<file path="config.mk">
export PLATFORM = sky130hd
export DESIGN_NAME = sdram_uart_monitor
export DESIGN_NICKNAME = d
export VERILOG_FILES = /design/src/rtl/sdram_uart_monitor_pkg.sv /design/src/rtl/sdram_uart_monitor_hex_nibble.sv /design/src/rtl/sdram_uart_monitor.sv
export SDC_FILE = /design/constraint.sdc
export NUM_CORES = 1
export LEC_CHECK = 0
export ABC_AREA = 0
export CAP_MARGIN = 15
export CORE_UTILIZATION = 25
export DETAILED_ROUTE_END_ITERATION = 7
export GPL_TIMING_DRIVEN = 0
export PLACE_DENSITY = 0.46
export SYNTH_ARGS = -nofsm -noshare
export SYNTH_HDL_FRONTEND = slang
export SYNTH_SLANG_ARGS = --single-unit
</file>
<file path="constraint.sdc">
create_clock -name clk -period 3.4 [get_ports clk]
set_input_delay 0.68 -clock clk [delete_from_list [all_inputs] [get_ports clk]]
set_output_delay 0.68 -clock clk [all_outputs]
set_load 0.1 [all_outputs]
</file>
<file path="src/rtl/sdram_uart_monitor_pkg.sv">
// Shared constants and FSM encoding for the UART-to-SDRAM debug monitor.
// Latency: none (definitions only).
// Backpressure: n/a.
package sdram_uart_monitor_pkg;

  // Command bytes
  localparam logic [7:0] CH_AT    = 8'h40; // '@' load address
  localparam logic [7:0] CH_L     = 8'h6c; // 'l' load length
  localparam logic [7:0] CH_X     = 8'h78; // 'x' clear address
  localparam logic [7:0] CH_W     = 8'h77; // 'w' single write
  localparam logic [7:0] CH_R     = 8'h72; // 'r' burst read
  localparam logic [7:0] CH_DOT   = 8'h2e; // '.' next word
  localparam logic [7:0] CH_F     = 8'h66; // 'f' fill (also hex digit)
  localparam logic [7:0] CH_Q     = 8'h71; // 'q' abort
  localparam logic [7:0] CH_CR    = 8'h0d;
  localparam logic [7:0] CH_LF    = 8'h0a;
  localparam logic [7:0] CH_BANG  = 8'h21;
  localparam logic [7:0] CH_QMARK = 8'h3f;

  // Hex digit ranges
  localparam logic [7:0] CH_0    = 8'h30;
  localparam logic [7:0] CH_9    = 8'h39;
  localparam logic [7:0] CH_A_LO = 8'h61;
  localparam logic [7:0] CH_F_LO = 8'h66;
  localparam logic [7:0] CH_A_UP = 8'h41;
  localparam logic [7:0] CH_F_UP = 8'h46;

  typedef enum logic [2:0] {
    ST_IDLE,
    ST_RD_ISSUE,
    ST_RD_WAIT,
    ST_TX_WORD,
    ST_WR_ISSUE,
    ST_FILL_ISSUE,
    ST_TX_EOL,
    ST_TX_ACK
  } state_e;

  function automatic int max3(input int a, input int b, input int c);
    int m;
    m = (a > b) ? a : b;
    return (m > c) ? m : c;
  endfunction

endpackage

</file>
<file path="src/rtl/sdram_uart_monitor_hex_nibble.sv">
// Nibble <-> ASCII hex conversion (lowercase out, either case in).
// Latency: purely combinational.
// Backpressure: n/a.
module hex_nibble
  import sdram_uart_monitor_pkg::*;
(
  input  logic [3:0] val_i,
  output logic [7:0] ascii_o,
  input  logic [7:0] ch_i,
  output logic       is_hex_o,
  output logic [3:0] nib_o
);

  // Encode a nibble as a lowercase hex character
  always_comb begin
    if (val_i < 4'd10) ascii_o = CH_0 + {4'h0, val_i};
    else               ascii_o = CH_A_LO - 8'd10 + {4'h0, val_i};
  end

  // Decode an ASCII hex character; letters carry their value in the low nibble minus 9
  always_comb begin
    is_hex_o = 1'b0;
    nib_o    = 4'h0;
    if (ch_i >= CH_0 && ch_i <= CH_9) begin
      is_hex_o = 1'b1;
      nib_o    = ch_i[3:0];
    end else if ((ch_i >= CH_A_LO && ch_i <= CH_F_LO) ||
                 (ch_i >= CH_A_UP && ch_i <= CH_F_UP)) begin
      is_hex_o = 1'b1;
      nib_o    = ch_i[3:0] + 4'd9;
    end
  end

endmodule

</file>
<file path="src/rtl/sdram_uart_monitor.sv">
// UART command interpreter driving the SDRAM logical port: read/hex dump, write, fill, abort.
// Latency: 'w' to sd_wr_enable 1 cycle when idle bus; echo appears 1 cycle after the rx byte.
// Backpressure: FSM output characters wait on tx_ready; echo/'?' dropped when tx_ready=0; requests wait on sd_busy.
module sdram_uart_monitor
  import sdram_uart_monitor_pkg::*;
#(
  parameter int ADDR_BITS = 25,
  parameter int DATA_BITS = 8,
  parameter int LEN_BITS  = 16,
  parameter int HEX_OUT   = 1
) (
  input  logic                 clk,
  input  logic                 reset,
  input  logic [7:0]           rx_data,
  input  logic                 rx_strobe,
  output logic [7:0]           tx_data,
  output logic                 tx_strobe,
  input  logic                 tx_ready,
  output logic [ADDR_BITS-1:0] sd_wr_addr,
  output logic [DATA_BITS-1:0] sd_wr_data,
  output logic                 sd_wr_enable,
  output logic [ADDR_BITS-1:0] sd_rd_addr,
  output logic                 sd_rd_enable,
  input  logic [DATA_BITS-1:0] sd_rd_data,
  input  logic                 sd_rd_ready,
  input  logic                 sd_busy,
  output logic                 active
);

  localparam int         ACC_W    = max3(ADDR_BITS, LEN_BITS, DATA_BITS);
  localparam int         NIBS     = DATA_BITS / 4;
  localparam logic [3:0] LAST_IDX = (HEX_OUT != 0) ? 4'(NIBS - 1) : 4'd0;

  state_e               state_q, state_d;
  logic [ACC_W-1:0]     acc_q, acc_d;
  logic [ADDR_BITS-1:0] addr_q, addr_d;
  logic [LEN_BITS-1:0]  len_q, len_d;
  logic [LEN_BITS-1:0]  rem_q, rem_d;
  logic [DATA_BITS-1:0] word_q, word_d;
  logic [3:0]           idx_q, idx_d;      // nibble index in TX_WORD, CR/LF index in TX_EOL
  logic                 abort_q, abort_d;
  logic                 digits_q, digits_d; // a hex number is being typed
  logic                 echo_vld_q, echo_vld_d;
  logic [7:0]           echo_dat_q, echo_dat_d;

  logic                 fsm_tx_vld;
  logic [7:0]           fsm_tx_dat;
  logic                 rx_hex;
  logic [3:0]           rx_nib;
  logic [3:0]           tx_nib;
  logic [7:0]           tx_hex_char;
  logic [5:0]           shamt;
  logic                 q_now;

  assign shamt  = {4'(NIBS - 1) - idx_q, 2'b00};
  assign tx_nib = 4'(word_q >> shamt);

  hex_nibble u_hex (
    .val_i   (tx_nib),
    .ascii_o (tx_hex_char),
    .ch_i    (rx_data),
    .is_hex_o(rx_hex),
    .nib_o   (rx_nib)
  );

  assign q_now      = rx_strobe && (rx_data == CH_Q);
  assign active     = (state_q != ST_IDLE);
  assign sd_wr_addr = addr_q;
  assign sd_rd_addr = addr_q;
  // Fill writes the low address bits as data; single writes take the accumulator
  assign sd_wr_data = (state_q == ST_FILL_ISSUE) ? DATA_BITS'(addr_q) : acc_q[DATA_BITS-1:0];
  // Echo owns the tx port only while idle; otherwise the FSM character does
  assign tx_strobe  = tx_ready && ((state_q == ST_IDLE) ? echo_vld_q : fsm_tx_vld);
  assign tx_data    = (state_q == ST_IDLE) ? echo_dat_q : fsm_tx_dat;

  // Next-state, command decode and request/character generation
  always_comb begin
    state_d      = state_q;
    acc_d        = acc_q;
    addr_d       = addr_q;
    len_d        = len_q;
    rem_d        = rem_q;
    word_d       = word_q;
    idx_d        = idx_q;
    abort_d      = abort_q;
    digits_d     = digits_q;
    echo_vld_d   = 1'b0;
    echo_dat_d   = 8'h00;
    fsm_tx_vld   = 1'b0;
    fsm_tx_dat   = 8'h00;
    sd_rd_enable = 1'b0;
    sd_wr_enable = 1'b0;

    case (state_q)
      ST_IDLE: begin
        idx_d = 4'd0;
        if (rx_strobe) begin
          // 'f' is a digit only while a number is being typed; start such numbers with '0'
          if (rx_hex && (digits_q || rx_data != CH_F)) begin
            acc_d      = {acc_q[ACC_W-5:0], rx_nib};
            digits_d   = 1'b1;
            echo_vld_d = 1'b1;
            echo_dat_d = rx_data;
          end else begin
            digits_d = 1'b0;
            case (rx_data)
              CH_AT:  begin addr_d = acc_q[ADDR_BITS-1:0]; acc_d = '0; end
              CH_L:   begin len_d = acc_q[LEN_BITS-1:0]; acc_d = '0; end
              CH_X:   begin addr_d = '0; acc_d = '0; end
              CH_W:   state_d = ST_WR_ISSUE;
              CH_R:   begin
                rem_d   = len_q;
                state_d = (len_q == '0) ? ST_TX_EOL : ST_RD_ISSUE;
              end
              CH_DOT: begin
                addr_d  = addr_q + ADDR_BITS'(1);
                rem_d   = LEN_BITS'(1);
                state_d = ST_RD_ISSUE;
              end
              CH_F:   begin
                rem_d   = len_q;
                state_d = (len_q == '0) ? ST_TX_ACK : ST_FILL_ISSUE;
              end
              CH_CR, CH_LF: ;
              default: begin
                echo_vld_d = 1'b1;
                echo_dat_d = CH_QMARK;
              end
            endcase
          end
        end
      end

      ST_RD_ISSUE: begin
        if (abort_q) begin
          state_d = ST_TX_EOL;
        end else if (!sd_busy) begin
          sd_rd_enable = 1'b1;
          state_d      = ST_RD_WAIT;
        end
      end

      // An abort never cuts a read short; the word in flight is still captured
      ST_RD_WAIT: begin
        if (sd_rd_ready) begin
          word_d  = sd_rd_data;
          idx_d   = 4'd0;
          state_d = ST_TX_WORD;
        end
      end

      ST_TX_WORD: begin
        fsm_tx_vld = 1'b1;
        fsm_tx_dat = (HEX_OUT != 0) ? tx_hex_char : 8'(word_q);
        if (tx_ready) begin
          if (idx_q == LAST_IDX) begin
            addr_d  = addr_q + ADDR_BITS'(1);
            rem_d   = rem_q - LEN_BITS'(1);
            idx_d   = 4'd0;
            state_d = (rem_q == LEN_BITS'(1) || abort_q || q_now) ? ST_TX_EOL : ST_RD_ISSUE;
          end else begin
            idx_d = idx_q + 4'd1;
          end
        end
      end

      ST_WR_ISSUE: begin
        if (!sd_busy) begin
          sd_wr_enable = 1'b1;
          addr_d       = addr_q + ADDR_BITS'(1);
          acc_d        = '0;
          state_d      = ST_TX_ACK;
        end
      end

      ST_FILL_ISSUE: begin
        if (abort_q) begin
          state_d = ST_TX_EOL;
        end else if (!sd_busy) begin
          sd_wr_enable = 1'b1;
          addr_d       = addr_q + ADDR_BITS'(1);
          rem_d        = rem_q - LEN_BITS'(1);
          if (rem_q == LEN_BITS'(1)) state_d = ST_TX_ACK;
        end
      end

      ST_TX_EOL: begin
        fsm_tx_vld = 1'b1;
        fsm_tx_dat = (idx_q == 4'd0) ? CH_CR : CH_LF;
        if (tx_ready) begin
          if (idx_q == 4'd0) begin
            idx_d = 4'd1;
          end else begin
            idx_d   = 4'd0;
            state_d = ST_IDLE;
          end
        end
      end

      ST_TX_ACK: begin
        fsm_tx_vld = 1'b1;
        fsm_tx_dat = CH_BANG;
        if (tx_ready) state_d = ST_IDLE;
      end

      default: state_d = ST_IDLE;
    endcase

    if (state_q != ST_IDLE && q_now) abort_d = 1'b1;
    if (state_d == ST_IDLE)           abort_d = 1'b0;
  end

  // State and datapath registers
  always_ff @(posedge clk or posedge reset) begin
    if (reset) begin
      state_q    <= ST_IDLE;
      acc_q      <= '0;
      addr_q     <= '0;
      len_q      <= LEN_BITS'(1);
      rem_q      <= '0;
      word_q     <= '0;
      idx_q      <= 4'd0;
      abort_q    <= 1'b0;
      digits_q   <= 1'b0;
      echo_vld_q <= 1'b0;
      echo_dat_q <= 8'h00;
    end else begin
      state_q    <= state_d;
      acc_q      <= acc_d;
      addr_q     <= addr_d;
      len_q      <= len_d;
      rem_q      <= rem_d;
      word_q     <= word_d;
      idx_q      <= idx_d;
      abort_q    <= abort_d;
      digits_q   <= digits_d;
      echo_vld_q <= echo_vld_d;
      echo_dat_q <= echo_dat_d;
    end
  end

endmodule

</file>
* After elaboration in Yosys (flattened, before gate mapping) *
Index checks and enable logic that the tools add are counted.

cells by class
  $add $sub $neg = 7
  magnitude comparators = 7
  reduce and logical (&&, ||, !) cells = 32
  equal/unequal tests = 32
  shift operators = 1
  mux-type cells = 72
  bitwise gates (word level) = 1

operator list
  cell                   number
  $mux 25                10
  $pmux 25 s4            1
  $mux 16                6
  $pmux 25 s3            1
  $eq 8x7->1 const B     7
  $mux 3                 17
  $pmux 25 s2            1
  $mux 8                 6
  $pmux 16 s3            1
  $pmux 16 s2            1
  $add 25x1->25 const B  1
  $mux 4                 6
  $pmux 3 s8             1
  $pmux 8 s3             1
  $ne 2x2->1 const B     9
  $eq 16x1->1 const B    1
  $eq 8x4->1 const B     2
  $ge 8x7->1 const B     2
  $le 8x7->1 const B     2
  $logic_not 16->1       1
  $pmux 4 s4             1
  $sub 16x1->16 const B  1
  $mux 1                 15
  $eq 3x3->1 const B     4
  other kinds (35)       54

word-level totals
  word-level logic and storage cells = 163
  bits of input ports = 22
  bits in registers = 108

* Logic depth before layout (Yosys ltp) *
Gate-level depths: netlist of the first run.

  word-level depth = 11
  gate-level depth with buffers = 9
  mapped depth without buffers = 8

* Modules after synthesis *
A second synthesis of the first run with hierarchy kept.

unflattened totals
  cells, all modules = 717
  area total of the unflattened synthesis = 6,711.4 µm²

modules (own cells, without submodules)
  module              area each (µm²)  cells each  seq. area each (µm²)  times used
  sdram_uart_monitor  6,414.9          675         2,703.8               1
  hex_nibble          296.5            42          0.0                   1

* Least setup slack after synthesis of the first run *
Ideal clock, no wire load.

  path type = register to output
  from = register idx_q[1]
  to = output tx_data[2]
  data required time = 2,720 ps
  path slack = -1,053 ps
  stages on the path, launching flop included = 9
  data arrival time = 3,773 ps
  path through = dfrtp_1 inv_1 ha_1 xor2_1 nand3_1 a21oi_1 nand2_1 xnor2_1 o21ai_0

between the ends
  longest elaborated chain between the ends = 6

ends and longest elaborated chain
  item                                 RTL line                             text
  start, declared                      sdram_uart_monitor.sv:40             logic [3:0] idx_q, idx_d;
  start signal, assigned               sdram_uart_monitor.sv:234            idx_q <= idx_d;
  $sub 1x4->4                          sdram_uart_monitor.sv:55             assign shamt = {4'(NIBS - 1) - idx_q, 2'b00};
  $shr 8x6->4                          sdram_uart_monitor.sv:56             assign tx_nib = 4'(word_q >> shamt);
  $add 7x4->8 (tied with other cells)  sdram_uart_monitor_hex_nibble.sv:17  else ascii_o = CH_A_LO - 8'd10 + {4'h0, val_i};
  $mux 8                               sdram_uart_monitor_hex_nibble.sv:16  if (val_i < 4'd10) ascii_o = CH_0 + {4'h0, val_i};
  $pmux 8 s3 (*)                       sdram_uart_monitor.sv:94             case (state_q)
  $mux 8 (*)                           sdram_uart_monitor.sv:74             assign tx_data = (state_q == ST_IDLE) ? echo_dat_q : fsm_tx_dat;
  end, declared                        sdram_uart_monitor.sv:16             output logic [7:0] tx_data,

Every way passes the cells marked *; elsewhere a longest branch is shown, timed or not.

* Worst setup path after layout of the first run *
  from = register idx_q[1]
  to = output tx_data[1]

Same word-level chain as after synthesis.

==> summary.txt, run 1 <==
Logic synthesis
  • Top post-synthesis cells by count: dfrtp_1, nand2_1, mux2_2
  • XOR/XNOR Fraction of Synth Area: 0.00890
  • Synth Warn #: 0
  • Top FF cell, synth: dfrtp_1
  • Syn Inst Count: 741
  • Ys async rst share: 1.00
  • Count leader, synth: dfrtp_1
  • Post-synthesis compound-gate area fraction: 0.225
  • Multiplexer share of the synthesized area: 0.101
  • Post-synthesis adder-cell area fraction: 0.0218
  • Syn Nets: around 780
  • Avg Inst Size Synth: 9.30 sq um
  • Largest cells by area after synthesis: dfrtp_1, mux2_2, nand2_1
  • Cell taking the most area after synthesis: dfrtp_1
  • Largest family of logic cells by synthesized area: compound AO/OA/AOI/OAI gates
  • Yosys reg bits: roughly 110
  • Share of the synthesized area in the top cell type: 0.389
  • Register area share after synthesis: 0.392
  • Post-synth cell types: 84
  • Simple-gate share of the synthesized area: 0.174
  • EDFF count, synth: 0
  • Synthesized area: 6890 sq um

Global route
  • Vias in the first global route: between 5000 and 6000
  • GR Overflow Total: 0
  • First-pass GRT wire length: 34500 um
  • Initial antenna violation count: 0
  • Largest net degree at the start of global routing: 40
  • GRT Total Usage: 0.157

STA
  • Actual slew at the worst max-slew pin: a little under 1 ns
  • RSZ-0062 raised after global routing: true
  • Clock Skew: 0.0160 ns
  • Setup TNS: -0.0168 ns
  • Max-slew violations: 0
  • Achievable Freq: 293 MHz
  • Min Hold Slack: between 0.4 and 0.5 ns
  • Slew HR: 0.348
  • Hold Fails Final Rpt: 0
  • Setup ws final: -0.0168 ns
  • Final min period: 3.42 ns
  • Final setup fails: 1
  • Final Cycle Share: 1.00

Finish
  • Share of cells above drive strength 1: 0.193
  • Area growth syn-to-layout: 25.8%
  • Diode count: 0
  • Final nets: a little under 900

Route
  • Vias/cell: slightly above 5
  • DRC Markers: 0
  • Post-DRT Antenna Nets: 0
  • Via count: 6059
  • Wire per inst: approximately 18 um
  • Initial drt markers: 363
  • First drt pass iteration count: 7
  • Final wirelength: roughly 22000 um

CTS
  • TritonCTS clock tree: yes
  • Worst-case clock buffer depth: 2
  • Htree depth: 3
  • CTS buffer count: 9
  • CTS clk-pin slew, worst paths: 0.07 ns
  • Worst skew pair latency: 0.36 ns
  • CTS sink count: 108
  • Root Driver: clkbuf_16
  • Hold Buf Count CTS: 0

Min path
  • Hold WC Path Type: reg2reg
  • Hold depth: 1

Placement
  • RePlAce Congestion: 0.857
  • Post-DP HPWL: 15900 um
  • Buffers on Ports: 89

Floorplanning
  • Core Footprint: approximately 27000 sq um
  • Die ar.: 28200 sq um
  • Die width: 168 um
  • Starting Density: 0.255
  • I/O pin cnt: 92
  • Die H: around 170 um
  • Standard-cell rows: 60

Setup path
  • Levels on crit path: 9
  • CP Class: reg2out
  • Buf/Inv on CP: 2
  • Max stage delay on crit path: 0.45 ns
  • Delay-heaviest family, CP: compound AO/OA/AOI/OAI gates
  • Crit path capture type: output pin
  • WP data required: roughly 2.7 ns
  • Worst-case reg-to-reg path depth: 6
  • Slowest cell on crit path: dfrtp_2
  • CP max FO: 5
  • Crit path DAT: roughly 2.7 ns
  • CP cell instances: inv_1 -> ha_2 -> nor2_2 -> nand3_2 -> a21oi_4 -> mux2_2 -> o21ai_0 -> a22o_1 -> buf_8
  • Critical Path Start Type: register

Power
  • Peak supply drop: 1.03 mV
  • Lkg Pwr: 0.00342 uW
  • PD cells: 1050 nW/um^2
  • PnR Total Power: 9080 uW

Run status
  • Status: finished with violations
  • Failing checks: setup timing

Run
  • Max-cap viol count: 0
-- metal layers --
metal	track usage	vias to the layer above	share of wire
li1	-	2931	-
met1	0.227	2942	0.51
met2	0.240	167	0.44
met3	0.0252	19	0.038
met4	0.0407	0	0.013
met5	0	-	0
-- power breakdown --
group | leakage [uW] | switching, uW | internal [uW]
clock network | 0.000132 | 516 | 528
registers | 0.00143 | 525 | 1670
logic | 0.00186 | 4100 | 1740
-- placed cells by master, fill, tap and decap left out, types with 4 or more instances in the layout --
cell	count
a21oi_1	34
a22o_1	11
a22oi_1	11
a31oi_1	5
and2_1	11
and3_1	8
buf_2	7
buf_4	28
buf_6	7
clkbuf_1	19
clkbuf_16	9
clkbuf_2	11
clkdlybuf4s15_2	4
clkdlybuf4s18_2	9
clkdlybuf4s50_1	69
dfrtp_1	106
ha_1	11
inv_1	33
mux2_2	43
mux2i_1	21
nand2_1	82
nand2b_1	7
nand3_1	14
nand4_1	8
nor2_1	34
nor3_1	14
nor3b_1	4
nor4_1	17
o211ai_1	17
o21ai_0	39
o21ai_1	5
o221ai_1	9
o2bb2ai_1	24
o31ai_1	6
or3_1	6
xnor2_1	4
-- worst register-to-register path: cells and delay by family (launching register included) --
kind / cells / cell delay, ns
DFF: 1 / 0.37
and+or+nand+nor: 3 / 1.29
muxes: 1 / 0.40
buffers and inverters: 2 / 0.70
-- area by class of cell --
cell class | count | area [sq um]
buffer | 66 | 412
clock buffer | 13 | 250
clock inverter | 3 | 27.5
fill | 2852 | 18400
inverter | 34 | 131
multi-input combinational | 532 | 3770
sequential | 108 | 2710
tap | 341 | 427
timing repair buffer | 92 | 948
-- per-stage QoR --
step           instances  instance area [sq um]  worst slack, ns   util
6_report            1189                   8670          -0.0168  0.321
4_1_cts             1189                   8630          -0.0983  0.319
3_3_place_gp        1171                   8220           -0.872  0.304
2_1_floorplan        741                   6900           -0.297      -
3_5_place_dp        1173                   8260           -0.881  0.305
5_1_grt             1189                   8670           -0.147  0.321
-- cells by family after synthesis --
kind of cell | Yosys count
flip-flops | 108
adder cells (fa/ha/maj) | 12
AO/OA/AOI/OAI | 214
multiplexers | 64
buffers and inverters | 101
other | 1
XOR/XNOR | 7
AND/OR/NAND/NOR | 234
-- state kept, by name (all words and copies together), names as in the netlist --
register	flops
abort_q	1
word_q	8
sd_rd_addr	25
len_q	16
echo_vld_q	1
idx_q	4
acc_q	25
state_q	3
rem_q	16
echo_dat_q	8
digits_q	1
-- what timing repair did --
action	4_1_cts	5_1_grt
endpoints found under the hold margin	0	0
resized for setup	92	36
buffers inserted	0	1
setup endpoints to repair	58	63
pin swaps	2	1
-- path summary, 6_finish.rpt --
path	endpoint	slack [ns]	from
hold reg to reg	rem_q[9]	0.50	rem_q[9]
max in group asynchronous	len_q[0]	1.85	reset
min in group asynchronous	sd_rd_addr[20]	0.81	reset
setup reg to reg	len_q[5]	0.52	state_q[2]
setup / recovery	tx_data[1]	-0.02	idx_q[1]
hold / removal	rem_q[9]	0.50	rem_q[9]
(Power assumes the default switching activity.)
==> run 2: changes to the inputs <==
--- a/config.mk
+++ b/config.mk
@@ -5,7 +5,7 @@
 export SDC_FILE = /design/constraint.sdc
 export NUM_CORES = 1
 export LEC_CHECK = 0
-export ABC_AREA = 0
+export ABC_AREA = 1
 export CAP_MARGIN = 15
 export CORE_UTILIZATION = 25
 export DETAILED_ROUTE_END_ITERATION = 7
==> run 2 against run 1 <==
Compared with the run above: the flow now finishes without violations; sequential cell count is the same; core utilization shrank 0.33 points; cell area grew 1.7%; register-to-register slack gained 0.40 ns; clock power grew 13%; clock skew shrank 0.010 ns; critical path type is now in2out; power shrank 5.9%; largest power group unchanged; area after synthesis grew 2.5%; critical path depth shrank 6.
==> summary.txt, run 2 <==
Power
  • Peak supply drop: 0.862 mV (was 1.03 mV)
  • Lkg Pwr: 0.00412 uW (was 0.00342 uW)
  • PD cells: 969 nW/um^2 (was 1050 nW/um^2)
  • PnR Total Power: 8540 uW (was 9080 uW)

Setup path
  • Crit path capture type: output pin (unchanged)
  • CP max FO: 5 (unchanged)
  • Crit path DAT: 2.64 ns (was 2.74 ns)
  • Critical Path Start Type: primary input (was register)
  • Critical R2R Launch: sd_rd_addr[1] (was state_q[2])
  • CP Class: in2out (was reg2out)
  • WP data required: 2.72 ns (about the same)
  • Crit path from: sd_busy (was idx_q[1])

Route
  • Initial drt markers: 557 (was 363)
  • First drt pass iteration count: 5 (was 7)
  • Vias/cell: 4.58 (was 5.10)
  • Final wirelength: 23200 um (was 21700 um)
  • Post-DRT Antenna Nets: 0 (unchanged)
  • Wire per inst: 15.3 um (was 18.2 um)
  • Via count: 6928 (was 6059)
  • DRC Markers: 0 (unchanged)

Global route
  • GRT Total Usage: 0.165 (was 0.157)
  • Largest net degree at the start of global routing: 38 (was 40)
  • GR Overflow Total: 0 (unchanged)
  • First-pass GRT wire length: 36800 um (was 34500 um)
  • Initial antenna violation count: 0 (unchanged)
  • Vias in the first global route: 6577 (was 5893)

Logic synthesis
  • Syn Inst Count: 1025 (was 741)
  • Syn Nets: 1059 (was 775)
  • Share of the synthesized area in the top cell type: 0.379 (was 0.389)
  • Register area share after synthesis: 0.383 (was 0.392)
  • Synth Warn #: 0 (unchanged)
  • Top FF cell, synth: dfrtp_1 (unchanged)
  • Post-synth cell types: 42 (was 84)
  • Yosys reg bits: 108 (unchanged)
  • Largest cells by area after synthesis: dfrtp_1, nand2_1, o21ai_0 (was dfrtp_1, mux2_2, nand2_1)
  • Count leader, synth: nand2_1 (was dfrtp_1)
  • Top post-synthesis cells by count: nand2_1, nor2_1, inv_1 (was dfrtp_1, nand2_1, mux2_2)
  • EDFF count, synth: 0 (unchanged)
  • Ys async rst share: 1.00 (unchanged)
  • Cell taking the most area after synthesis: dfrtp_1 (unchanged)
  • Avg Inst Size Synth: 6.89 sq um (was 9.30 sq um)
  • Synthesized area: 7060 sq um (was 6890 sq um)

STA
  • Achievable Freq: 301 MHz (was 293 MHz)
  • Clock Skew: 0.00588 ns (was 0.0160 ns)
  • RSZ-0062 raised after global routing: false (was true)
  • Max-slew violations: 0 (unchanged)
  • Actual slew at the worst max-slew pin: 1.00 ns (was 0.975 ns)
  • Final setup fails: 0 (was 1)
  • Final Cycle Share: 0.978 (was 1.00)
  • Final min period: 3.32 ns (was 3.42 ns)
  • Min Hold Slack: 0.505 ns (was 0.499 ns)
  • Hold Fails Final Rpt: 0 (unchanged)
  • Setup ws final: 0.0761 ns (was -0.0168 ns)
  • Slew HR: 0.330 (was 0.348)

CTS
  • CTS clk-pin slew, worst paths: 0.08 ns (was 0.07 ns)
  • TritonCTS clock tree: yes (unchanged)
  • CTS buffer count: 9 (unchanged)
  • Worst-case clock buffer depth: 2 (unchanged)
  • Root Driver: clkbuf_16 (unchanged)
  • CTS sink count: 108 (unchanged)
  • Worst skew pair latency: 0.37 ns (was 0.36 ns)
  • Htree depth: 3 (unchanged)

Placement
  • Placed Instances: 1496 (was 1173)
  • Buffers on Ports: 90 (was 89)
  • RePlAce Congestion: 0.874 (was 0.857)
  • Post-place setup slack: -0.428 ns (was -0.881 ns)
  • Post-DP HPWL: 17700 um (was 15900 um)

Min path
  • HP Start: acc_q[23] (was rem_q[9])
  • Hold WC Path Type: reg2reg (unchanged)

Floorplanning
  • Starting Density: 0.254 (was 0.255)
  • Standard-cell rows: 61 (was 60)
  • Die ar.: 28900 sq um (was 28200 sq um)
  • Core Footprint: 27800 sq um (was 27000 sq um)
  • Die H: 170 um (was 168 um)
  • I/O pin cnt: 92 (unchanged)
  • Die width: 170 um (was 168 um)

Finish
  • Non-filler instance count after layout: 1512 (was 1189)
  • Area growth syn-to-layout: 25.0% (was 25.8%)
  • Leading cell type in the layout, fill and taps excluded: nand2_1 (was dfrtp_1)
  • Final nets: 1163 (was 877)
  • Diode count: 0 (unchanged)
  • Fillers: 3112 (was 2852)
  • Most frequent cells in the layout: nand2_1, nor2_1, inv_1, dfrtp_1, o21ai_0 (was dfrtp_1, nand2_1, clkdlybuf4s50_1, mux2_2, o21ai_0)
  • Share of cells above drive strength 1: 0.0988 (was 0.193)

Run
  • Max-cap viol count: 0 (unchanged)

Run status
  • Status: finished clean (was finished with violations)
## run 2: changes by cell type after synthesis, moves of 21 or more
cell,before,now
o2bb2ai_1,24,0
inv_1,34,108
nand2_1,82,291
nor2_1,35,113
o21ai_0,41,96
mux2_2,43,8
nand3_1,16,88
mux2i_1,21,0
## run 2: worst paths after layout
path | endpoint | slack [ns] | cells after the start
setup / recovery | sd_wr_enable | 0.08 | 3
hold / removal | acc_q[23] | 0.51 | 2
setup reg to reg | sd_rd_addr[10] | 0.92 | 11
hold reg to reg | acc_q[23] | 0.51 | 2
max in group asynchronous | len_q[0] | 1.96 | 4
min in group asynchronous | acc_q[24] | 0.67 | 2
## run 2: power breakdown
part	internal (uW)	switching [uW]	total [uW]
Combinational	1430	4020	5450
Sequential	1560	356	1920
Clock	593	577	1170
Total	3590	4950	8540
## run 2: area by class of cell
class	instances	area, sq um	share of cell area
inverters	114	432	0.0489
plain buffers	52	340	0.0386
repair buffers	94	947	0.107
well taps	378	473	0.0536
flip-flops and latches	108	2710	0.307
clock inverters	7	92.6	0.0105
clock buffers	9	225	0.0255
multi-input cells	750	3610	0.409
## run 2: kinds of logic after synthesis
kind of cell,Yosys count,synth area share
and+or+nand+nor,553,0.335
AOI/OAI and AO/OA,167,0.127
buffers and inverters,167,0.109
DFF,108,0.383
adders and majority gates,12,0.0213
xor gates and xnor gates,9,0.0112
muxes,8,0.0128
other,1,0.000531
## run 2: stage by stage
stage           util  instance area (sq um)  TNS, ns
2_1_floorplan      -                   7070    -2.33
3_3_place_gp   0.304                   8440   -14.29
3_5_place_dp   0.306                   8510   -11.82
4_1_cts        0.317                   8810        0
5_1_grt        0.318                   8820        0
6_report       0.318                   8820        0
## run 2: timing repair
item	4_1_cts	5_1_grt
resized for setup	46	20
setup endpoints to repair	21	35
pin swaps	0	1
setup buffers	0	1
hold buffers	0	0
## run 2: worst max-delay path: stages
cell and delay, ns:
clkdlybuf4s50_1 0.52, a211oi_1 0.27, clkdlybuf4s50_1 1.17
## run 2: metal layers
metal	share of wire	up-vias	GRT usage
li1	-	3509	-
met4	0.013	0	0.0388
met1	0.47	3259	0.222
met2	0.47	144	0.276
met3	0.041	16	0.0242
met5	0	-	0
==> run 3: changes to the inputs <==
--- a/config.mk
+++ b/config.mk
@@ -9,7 +9,6 @@
 export CAP_MARGIN = 15
 export CORE_UTILIZATION = 25
 export DETAILED_ROUTE_END_ITERATION = 7
-export GPL_TIMING_DRIVEN = 0
 export PLACE_DENSITY = 0.46
 export SYNTH_ARGS = -nofsm -noshare
 export SYNTH_HDL_FRONTEND = slang
==> run 3 against run 2 <==
Compared with the run above: critical path type is now reg2out; routed wire length fell by 4.4%; hold slack improved by 0.0023 ns; final cell count fell by 2.6%; largest power group unchanged; via count fell by 2.9%; global-route usage fell by 0.64 points; largest cell class unchanged; clock power barely moved; sequential share of layout area rose by 1.3 points; sequential cell count did not move; cell area fell by 4.0%.
==> summary.txt, run 3 (synthesis results as in run 2) <==
STA
  • Final min period: 3.13 ns (was 3.32 ns)
  • Setup ws final: 0.268 ns (was 0.0761 ns)
  • Final setup fails: 0 (unchanged)
  • RSZ-0062 raised after global routing: false (unchanged)
  • Actual slew at the worst max-slew pin: 0.676 ns (was 1.00 ns)
  • Final Cycle Share: 0.921 (was 0.978)
  • Clock Skew: 0.0183 ns (was 0.00588 ns)
  • Max-slew violations: 0 (unchanged)
  • Min Hold Slack: 0.508 ns (was 0.505 ns)
  • Slew HR: 0.548 (was 0.330)
  • Hold Fails Final Rpt: 0 (unchanged)
  • Achievable Freq: 319 MHz (was 301 MHz)

Setup path
  • Crit path from: idx_q[1] (was sd_busy)
  • Reg-to-reg slack, setup: 0.88 ns (was 0.92 ns)
  • CP Class: reg2out (was in2out)
  • Crit path capture type: output pin (unchanged)
  • CP max FO: 6 (was 5)
  • Reg2reg end: sd_rd_addr[24] (was sd_rd_addr[10])
  • WP data required: 2.72 ns (about the same)
  • Worst-case reg-to-reg path depth: 12 (was 11)
  • Crit path DAT: 2.45 ns (was 2.64 ns)
  • Critical R2R Launch: state_q[0] (was sd_rd_addr[1])
  • Critical Path Start Type: register (was primary input)

Finish
  • Reg area: 2710 sq um (unchanged)
  • Most frequent cells in the layout: nand2_1, nor2_1, inv_1, dfrtp_1, o21ai_0 (unchanged)
  • Final nets: 1123 (was 1163)
  • Non-filler instance count after layout: 1472 (was 1512)
  • Area growth syn-to-layout: 20.0% (was 25.0%)
  • Fillers: 3084 (was 3112)
  • Diode count: 0 (unchanged)
  • Share of cells above drive strength 1: 0.132 (was 0.0988)
  • Leading cell type in the layout, fill and taps excluded: nand2_1 (unchanged)
  • Multi-input logic area: 3610 sq um (about the same)

Floorplanning
  • I/O pin cnt: 92 (unchanged)
  • Die ar.: 28900 sq um (unchanged)
  • Starting Density: 0.254 (unchanged)
  • Core Footprint: 27800 sq um (unchanged)
  • Standard-cell rows: 61 (unchanged)
  • Die width: 170 um (unchanged)
  • Die H: 170 um (unchanged)

Power
  • PD cells: 976 nW/um^2 (was 969 nW/um^2)
  • Peak supply drop: 0.638 mV (was 0.862 mV)
  • Lkg Pwr: 0.00403 uW (was 0.00412 uW)
  • Comb pwr share: 0.626 (was 0.638)
  • Switching Fraction: 0.585 (was 0.580)
  • P_sw: 4830 uW (was 4950 uW)
  • Clock Power Share: 0.139 (was 0.137)
  • Share of power burned in registers: 0.236 (was 0.225)
  • Internal: 3430 uW (was 3590 uW)

Min path
  • Hold WC Path Type: reg2reg (unchanged)
  • Hold depth: 2 (unchanged)
  • Worst hold endpoint: len_q[0] (was acc_q[23])
  • HP Start: len_q[0] (was acc_q[23])

Route
  • Met2 wire len: 10300 um (was 11000 um)
  • DRC Markers: 0 (unchanged)
  • Final wirelength: 22100 um (was 23200 um)
  • DR WL met3: 815 um (was 955 um)
  • Via count: 6728 (was 6928)
  • Wire per inst: 15.0 um (was 15.3 um)
  • Initial drt markers: 578 (was 557)
  • Top Layer Used: met4 (unchanged)
  • First drt pass iteration count: 5 (unchanged)
  • M1 wire length: 10600 um (was 10900 um)
  • Post-DRT Antenna Nets: 0 (unchanged)
  • Vias/cell: 4.57 (was 4.58)

CTS
  • TritonCTS clock tree: yes (unchanged)
  • CTS buffer count: 9 (unchanged)
  • CTS clk-pin slew, worst paths: 0.08 ns (about the same)
  • Post-CTS setup buffer count: 0 (unchanged)
  • CTS sink count: 108 (unchanged)
  • Worst-case clock buffer depth: 2 (unchanged)
  • Root Driver: clkbuf_16 (unchanged)
  • Htree depth: 3 (unchanged)
  • Worst skew pair latency: 0.38 ns (was 0.37 ns)

Placement
  • Buffers on Ports: 91 (was 90)
  • Placed Instances: 1456 (was 1496)
  • Post-DP HPWL: 16900 um (was 17700 um)
  • RePlAce Congestion: 0.879 (was 0.874)
  • Post-place setup slack: 0.0225 ns (was -0.428 ns)

Global route
  • Largest net degree at the start of global routing: 50 (was 38)
  • Vias in the first global route: 6442 (was 6577)
  • Initial antenna violation count: 0 (unchanged)
  • First-pass GRT wire length: 35400 um (was 36800 um)
  • GRT Total Usage: 0.158 (was 0.165)
  • GR Overflow Total: 0 (unchanged)

Run status
  • Status: finished clean (unchanged)

Run
  • Max-cap viol count: 0 (unchanged)
==> run 3: critical path, stage by stage, from the launching register on <==
cell and delay [ns]:
dfrtp_2 0.41, inv_1 0.08, ha_1 0.30, nor2_1 0.09, nand3_1 0.13, nor3_1 0.15, inv_1 0.09, ha_1 0.27
nand3_1 0.08, nand3_1 0.08, o211ai_1 0.17, buf_12 0.22
==> run 3: how the worst max path moves through the flow <==
stage | depth (start not counted) | slack (ns) | end
after floorplan | 5 | -0.26 | sd_wr_data[0]
after global placement | 14 | 0.06 | sd_rd_addr[15]
after detailed placement | 14 | 0.02 | rem_q[1]
after CTS | 9 | 0.10 | tx_data[0]
after global routing | 14 | 0.03 | tx_data[2]
final | 11 | 0.27 | tx_data[1]
==> run 3: final cells by class <==
type | instances | share of cell area
clock buffers | 9 | 0.0266
clock inverters | 7 | 0.0109
inverters | 114 | 0.0510
multi-input cells | 750 | 0.426
flip-flops and latches | 108 | 0.319
well taps | 378 | 0.0558
repair buffers | 106 | 0.110
==> run 3: stage by stage <==
stage / TNS, ns / utilization / total power [uW] / cell area [sq um]
after floorplan: -2.33 / - / 6020 / 7070
after detailed placement: 0 / 0.293 / 7130 / 8140
after global placement: 0 / 0.293 / 7130 / 8140
after global routing: 0 / 0.305 / 8850 / 8470
after CTS: 0 / 0.305 / 8320 / 8460
final: 0 / 0.305 / 8260 / 8470
==> run 3: metal layers <==
layer | vias to the layer above | GRT usage
met5 | - | 0
met4 | 0 | 0.0470
met3 | 27 | 0.0216
met2 | 162 | 0.261
met1 | 3116 | 0.214
li1 | 3423 | -
==> run 3: power groups by stage <==
stage	logic [uW]	registers, uW	clock network [uW]
after global placement	5160	1980	0
after global routing	5610	2000	1240
final	5170	1950	1150
after detailed placement	5160	1970	0
after CTS	5180	1950	1190
after floorplan	3570	2460	0
==> run 3: repair_timing <==
item,4_1_cts,5_1_grt
hold buffers,0,0
resized for setup,1,4
setup endpoints to repair,1,2
pin swaps,0,0
